[config.mk]
export PLATFORM = sky130hd
export DESIGN_NAME = stack_seq_ctrl
export DESIGN_NICKNAME = d
export VERILOG_FILES = /design/src/rtl/stack_seq_ctrl_pkg.sv /design/src/rtl/stack_seq_ctrl_ptr.sv /design/src/rtl/stack_seq_ctrl.sv
export SDC_FILE = /design/constraint.sdc
export NUM_CORES = 1
export LEC_CHECK = 0
export BUFFER_PORTS_ARGS = -buffer_cell sky130_fd_sc_hd__buf_4
export CAP_MARGIN = 20
export CELL_PAD_IN_SITES_DETAIL_PLACEMENT = 0
export CELL_PAD_IN_SITES_GLOBAL_PLACEMENT = 2
export CORE_UTILIZATION = 29
export CTS_BUF_LIST = sky130_fd_sc_hd__clkbuf_16
export DETAILED_ROUTE_END_ITERATION = 10
export PLACE_DENSITY_LB_ADDON = 0.1
export SKIP_LAST_GASP = 1
export SYNTH_ARGS = -nofsm -noshare
export SYNTH_HDL_FRONTEND = slang
export SYNTH_SLANG_ARGS = --single-unit
[constraint.sdc]
create_clock -name clk -period 12.53 [get_ports clk]
set_clock_uncertainty 0.05 [all_clocks]
set_input_delay 1.253 -clock clk [delete_from_list [all_inputs] [get_ports clk]]
set_output_delay 1.253 -clock clk [all_outputs]
set_load 0.01 [all_outputs]
[src/rtl/stack_seq_ctrl_pkg.sv]
// Shared constants for the stack sequencer: op codes, FSM encodings and per-op word counts.
// Single-word pushes/pops take one cycle; CALL/RET take two; INT/RTI take three.
package stack_seq_ctrl_pkg;

   localparam logic [2:0] OP_NOP  = 3'd0;
   localparam logic [2:0] OP_PUSH = 3'd1;
   localparam logic [2:0] OP_POP  = 3'd2;
   localparam logic [2:0] OP_CALL = 3'd3;
   localparam logic [2:0] OP_RET  = 3'd4;
   localparam logic [2:0] OP_INT  = 3'd5;
   localparam logic [2:0] OP_RTI  = 3'd6;

   localparam logic [1:0] ST_IDLE  = 2'd0;
   localparam logic [1:0] ST_WORD1 = 2'd1;
   localparam logic [1:0] ST_WORD2 = 2'd2;

   localparam logic [31:0] STACK_TOP_DEFAULT = 32'd2047;

   // Zero means "not a stack op" (NOP and the reserved code 7).
   function automatic logic [1:0] word_count(input logic [2:0] op);
      case (op)
         OP_PUSH, OP_POP: word_count = 2'd1;
         OP_CALL, OP_RET: word_count = 2'd2;
         OP_INT,  OP_RTI: word_count = 2'd3;
         default:         word_count = 2'd0;
      endcase
   endfunction

   function automatic logic is_push_op(input logic [2:0] op);
      is_push_op = (op == OP_PUSH) || (op == OP_CALL) || (op == OP_INT);
   endfunction

endpackage

[src/rtl/stack_seq_ctrl_ptr.sv]
// 32-bit stack pointer with +/-1 step and acceptance-time bounds checks for an n-word op.
// Step takes effect at the next edge; bounds outputs are combinational from the current SP.
module stack_ptr_reg
   import stack_seq_ctrl_pkg::*;
#(
   parameter logic [31:0] STACK_TOP   = STACK_TOP_DEFAULT,
   parameter logic [31:0] STACK_LIMIT = 32'd0
) (
   input  logic        clk,
   input  logic        reset,
   input  logic        step_dn,
   input  logic        step_up,
   input  logic [1:0]  n_words,
   output logic [31:0] sp_q,
   output logic        push_rej,
   output logic        pop_rej
);

   logic [31:0] sp_d;

   always_comb begin
      sp_d = sp_q;
      if (step_dn) begin
         sp_d = sp_q - 32'd1;
      end else if (step_up) begin
         sp_d = sp_q + 32'd1;
      end
   end

   always_ff @(posedge clk) begin
      if (reset) begin
         sp_q <= STACK_TOP;
      end else begin
         sp_q <= sp_d;
      end
   end

   // SP-(n-1) < LIMIT rewritten as SP+1 < LIMIT+n so nothing underflows.
   assign push_rej = ({1'b0, sp_q} + 33'd1) < ({1'b0, STACK_LIMIT} + 33'(n_words));
   assign pop_rej  = ({1'b0, sp_q} + 33'(n_words)) > {1'b0, STACK_TOP};

endmodule

[src/rtl/stack_seq_ctrl.sv]
// Sequences one stack-class op into 16-bit memory accesses, one word per cycle, word 0 in the accept cycle.
// Stalls upstream on every word but the last; rejected ops pulse ovf/unf and never stall.
module stack_seq_ctrl
   import stack_seq_ctrl_pkg::*;
#(
   parameter logic [31:0] STACK_TOP   = STACK_TOP_DEFAULT,
   parameter logic [31:0] STACK_LIMIT = 32'd0
) (
   input  logic        clk,
   input  logic        reset,
   input  logic        op_valid_in,
   input  logic [2:0]  op_code_in,
   input  logic [31:0] PC_in,
   input  logic [2:0]  flags_in,
   input  logic [15:0] Rdst_val_in,
   input  logic [15:0] mem_rdata_in,
   output logic [31:0] mem_addr_out,
   output logic [15:0] mem_wdata_out,
   output logic        mem_write_out,
   output logic        mem_read_out,
   output logic [31:0] SP_val_out,
   output logic        stall_out,
   output logic [15:0] pop_data_out,
   output logic        pop_valid_out,
   output logic        POP_PC_sgn_out,
   output logic [31:0] POP_PC_addr_out,
   output logic        POP_flags_sgn_out,
   output logic [2:0]  POP_flags_val_out,
   output logic        stack_ovf_out,
   output logic        stack_unf_out
);

   logic [1:0]  state_q, state_d;
   logic [2:0]  op_q, op_d;
   logic [15:0] temp_hi_q, temp_hi_d;
   logic [2:0]  temp_flags_q, temp_flags_d;

   logic [2:0]  cur_op;
   logic [1:0]  n_words;
   logic [1:0]  widx;
   logic        is_push, accept, rej, active, last;
   logic        push_rej, pop_rej;

   stack_ptr_reg #(
      .STACK_TOP   (STACK_TOP),
      .STACK_LIMIT (STACK_LIMIT)
   ) u_sp (
      .clk      (clk),
      .reset    (reset),
      .step_dn  (active & is_push),
      .step_up  (active & ~is_push),
      .n_words  (n_words),
      .sp_q     (SP_val_out),
      .push_rej (push_rej),
      .pop_rej  (pop_rej)
   );

   always_comb begin
      cur_op  = (state_q == ST_IDLE) ? op_code_in : op_q;
      n_words = word_count(cur_op);
      is_push = is_push_op(cur_op);
      widx    = state_q;
      accept  = ~reset & (state_q == ST_IDLE) & op_valid_in & (n_words != 2'd0);
      rej     = accept & (is_push ? push_rej : pop_rej);
      // Reset gates every strobe so an aborted op cannot touch memory in the reset cycle.
      active  = ~reset & ((state_q == ST_IDLE) ? (accept & ~rej) : 1'b1);
      last    = (widx == n_words - 2'd1);

      state_d = ST_IDLE;
      if (active && !last) begin
         state_d = widx + 2'd1;
      end
      op_d = accept ? op_code_in : op_q;

      temp_hi_d    = temp_hi_q;
      temp_flags_d = temp_flags_q;
      if (active && (((cur_op == OP_RET) && (widx == 2'd0)) ||
                     ((cur_op == OP_RTI) && (widx == 2'd1)))) begin
         temp_hi_d = mem_rdata_in;
      end
      if (active && (cur_op == OP_RTI) && (widx == 2'd0)) begin
         temp_flags_d = mem_rdata_in[15:13];
      end

      mem_addr_out  = 32'd0;
      mem_wdata_out = 16'd0;
      mem_write_out = active & is_push;
      mem_read_out  = active & ~is_push;
      if (active) begin
         mem_addr_out = is_push ? SP_val_out : SP_val_out + 32'd1;
      end
      if (active && is_push) begin
         if (cur_op == OP_PUSH) begin
            mem_wdata_out = Rdst_val_in;
         end else begin
            case (widx)
               2'd0:    mem_wdata_out = PC_in[15:0];
               2'd1:    mem_wdata_out = PC_in[31:16];
               default: mem_wdata_out = {flags_in, 13'b0};
            endcase
         end
      end

      stall_out     = active & ~last;
      pop_valid_out = active & (cur_op == OP_POP);
      pop_data_out  = pop_valid_out ? mem_rdata_in : 16'd0;

      POP_PC_sgn_out    = active & last & ((cur_op == OP_RET) || (cur_op == OP_RTI));
      POP_PC_addr_out   = POP_PC_sgn_out ? {temp_hi_q, mem_rdata_in} : 32'd0;
      POP_flags_sgn_out = POP_PC_sgn_out & (cur_op == OP_RTI);
      POP_flags_val_out = POP_flags_sgn_out ? temp_flags_q : 3'd0;

      stack_ovf_out = rej & is_push;
      stack_unf_out = rej & ~is_push;
   end

   always_ff @(posedge clk) begin
      if (reset) begin
         state_q      <= ST_IDLE;
         op_q         <= OP_NOP;
         temp_hi_q    <= 16'd0;
         temp_flags_q <= 3'd0;
      end else begin
         state_q      <= state_d;
         op_q         <= op_d;
         temp_hi_q    <= temp_hi_d;
         temp_flags_q <= temp_flags_d;
      end
   end

endmodule
==> results by group <==
Synth
  – EDFF count, synth: 0
  – Synth Warn #: 0
  – Syn Area/Cell: 6.84 um^2
  – Adder-cell area share of the yosys netlist: 0.0264
  – Register area share after synthesis: 0.183
  – Compound-Gate Fraction of Synth Area: 0.222
  – Post-synth ARST share: 0
  – Synthesized cell area: 6120 um^2
  – Post-synthesis xor/xnor area fraction: 0.0672
  – Post-Synth Simple-Gate Area: 0.374
  – Synth cell types: 80
  – Syn_nets: 980
  – #FFs+latches synth: 56
  – Main combinational cell family by area after synthesis: simple AND/OR/NAND/NOR gates
  – Post-synthesis mux area share: 0.0462
  – Cells after synthesis: 895
  – Dominant synthesized flop cell: dfxtp_1

Clock network
  – CTS tree: done
  – Number of H-tree levels: 2
  – Post-CTS Setup Inserts: 0
  – Clock Sinks: 56
  – # hold bufs at CTS: 0
  – Clock-pin slew on the worst setup and hold paths: 0.09 ns
  – Resize count post-CTS: 0
  – Clock tree buffer depth: 2
  – Total CTS buffers: 5
  – Worst-Skew Late Latency: 0.33 ns
  – Clock root cell: clkbuf_16

Worst setup path
  – Reg2reg end: u_sp.sp_q[19]$_SDFFE_PP0P_
  – Critical path depth in cells: 20
  – Crit-path slowest cell: ha_1
  – Crit end category: primary output
  – Crit path max-delay family: simple AND/OR/NAND/NOR gates
  – Bufs and invs on worst path: 4
  – Cell depth of the worst flop-to-flop path: 19
  – Crit path cell chain: inv_1 > ha_1 > mux2i_1 > inv_1 > ha_1 > or3_4 > mux2_4 > xnor2_1 > ha_1 > a31oi_1 > a21oi_1 > and2_1 > mux2i_1 > a22oi_1 > or4_1 > a21oi_1 > buf_4 > nand2_2 > a311oi_1 > buf_4
  – Worst r2r src: state_q[0]$_SDFF_PP0_
  – Critical path launch point type: flop
  – Worst Setup Path Type: flop to primary output
  – Worst reg2reg setup slack: 5.69 ns
  – Slowest stage delay, CP: 0.80 ns
  – Setup crit start: state_q[0]$_SDFF_PP0_
  – CP Data Arrival Time: 7.32 ns
  – CP max FO: 34
  – CP most frequent cell: ha_1
  – Worst setup endpoint: mem_addr_out[23]
  – Crit path required time: 11.23 ns

Routing
  – Total number of vias: 7429
  – Post-DR wirelength/cell: 20.6 um
  – Via density: 5.69
  – 1st-pass router iterations: 5
  – Drt total wl: 26900 um
  – # DRC: 0
  – Iteration-0 DRC count of the detailed router: 666
  – Antenna Nets Post-Route: 0

Placement
  – Dpl ws: 4.26 ns
  – Detailed placement HPWL: 18900 um
  – Final Wtd Congestion: 0.902
  – Port-buffer cells: 211

Timing
  – RSZ-0062 raised after global routing: no
  – Tcrit/Tclk final: 0.688
  – # setup viols final: 0
  – Final hold vios: 0
  – Worst Tran Pin Value: 1.06 ns
  – Max-slew violation count: 0
  – Setup TNS: 0 ns
  – Fmax: 0.116 GHz
  – Worst slew margin: 0.288
  – Final WS setup: 3.91 ns
  – Fin crit period: 8.62 ns

Floorplanning
  – Die W: 147 um
  – Num rows: 52
  – Initial Util: 0.299
  – IO Pins: 212
  – Die height: 147 um
  – Die area: 21700 um^2
  – Core area: 20500 um^2

Pwr
  – Leak: 0.00332 uW
  – Pwr/cell area: 178 nW/um^2
  – Peak VDD IR: 0.134 mV

Flow run
  – Max cap viols: 0

Worst hold path
  – Worst hold path type: flop to flop

Layout
  – P&R area growth vs syn: 29.0%
  – Most frequent cells in the layout: buf_4 (223), nor2_1 (118), nand2_1 (63), dfxtp_1 (56), and2_1 (53)
  – Layout Nets: 1120
  – Layout cells sized above 1: 0.245
  – N_diodes: 0
  – Final design utilization: 0.385
  – Most common cell after layout, fill and taps aside: buf_4

Global route
  – Largest net degree at the start of global routing: 51
  – Gr usage total: 0.243
  – Vias in the first global route: 6739
  – First-pass GRT wire length: 41000 um
  – GRT Residual Overflow: 0
  – Antenna violations before repair: 0

Run status
  – Outcome: finished, final reports clean
## tightest hold or removal path, delay by kind of cell (launching register included)
family | cells | cell delay, ns
flip-flops | 1 | 0.32
AO/OA/AOI/OAI | 1 | 0.06
AND/OR/NAND/NOR | 1 | 0.05
## power breakdown
| group | total (uW) | switching (uW) | internal, uW |
|---|---|---|---|
| registers | 283 | 78.3 | 205 |
| logic | 958 | 615 | 342 |
| clock network | 164 | 87.6 | 76.4 |
| total | 1400 | 781 | 624 |
## synth_stat cells, types with 9 or more instances
cell / n / area share
a21oi_1: 40 / 0.033
a222oi_1: 14 / 0.023
a31oi_1: 12 / 0.012
and2_1: 53 / 0.054
and3_1: 17 / 0.017
and4_1: 11 / 0.016
buf_2: 9 / 0.0074
clkbuf_1: 66 / 0.040
dfxtp_1: 56 / 0.18
ha_1: 12 / 0.025
inv_1: 27 / 0.017
mux2i_1: 23 / 0.038
nand2_1: 63 / 0.039
nand3_1: 41 / 0.034
nand4_1: 28 / 0.029
nor2_1: 118 / 0.072
nor3_1: 49 / 0.040
nor4_1: 20 / 0.020
o21a_1: 11 / 0.013
o21ai_0: 33 / 0.027
or3_1: 14 / 0.014
xnor2_1: 33 / 0.047
xor2_1: 14 / 0.020
## worst min path at each step
stage / to / cells past startpoint / startpoint
floorplan: op_q[1]$_SDFFE_PP0P_ / 2 / op_q[1]$_SDFFE_PP0P_
global placement: temp_hi_q[13]$_SDFFE_PP0P_ / 1 / temp_hi_q[13]$_SDFFE_PP0P_
detailed placement: op_q[1]$_SDFFE_PP0P_ / 2 / op_q[1]$_SDFFE_PP0P_
CTS: op_q[1]$_SDFFE_PP0P_ / 2 / op_q[1]$_SDFFE_PP0P_
global route: op_q[0]$_SDFFE_PP0P_ / 2 / op_q[0]$_SDFFE_PP0P_
finish: op_q[1]$_SDFFE_PP0P_ / 2 / op_q[1]$_SDFFE_PP0P_
## cell families (layout without fill, tap and decap cells)
family | Yosys count | after routing
AND/OR/NAND/NOR | 444 | 444
buffers and inverters | 118 | 259
XOR/XNOR | 47 | 47
flip-flops | 56 | 56
multiplexers | 27 | 27
AO/OA/AOI/OAI | 190 | 190
adder cells (fa/ha/maj) | 13 | 13
## routing by layer
layer  track usage  part of all wire  vias to the layer above
met5             0                 0                        -
met2         0.389              0.46                      319
met4        0.0660             0.019                        0
li1              -                 -                     3534
met3        0.0422             0.068                       29
met1         0.332              0.46                     3547
## through the flow
| step | total power (uW) | cells | hold WS [ns] | cell area (um^2) |
|---|---|---|---|---|
| floorplan | 932 | 895 | 0.383 | 6120 |
| finish | 1400 | 1306 | 0.421 | 7900 |
| CTS | 1400 | 1306 | 0.426 | 7900 |
| global route | 1510 | 1306 | 0.444 | 7900 |
| global placement | 1240 | 1298 | 0.399 | 7750 |
| detailed placement | 1230 | 1298 | 0.411 | 7750 |
## sequential cells by signal (all words and copies together) (netlist names)
signal and count:
state_q 2, temp_flags_q 3, temp_hi_q 16, u_sp.sp_q 32, op_q 3
## final cells by class
class	count	area, um^2
Inverter	28	105
Sequential cell	56	1120
Clock buffer	5	125
Fill cell	2262	12600
Multi-Input combinational cell	721	4510
Timing Repair Buffer	223	1670
Tap cell	270	338
Clock inverter	3	25.0
No activity file was read; power rests on OpenSTA's default activity.
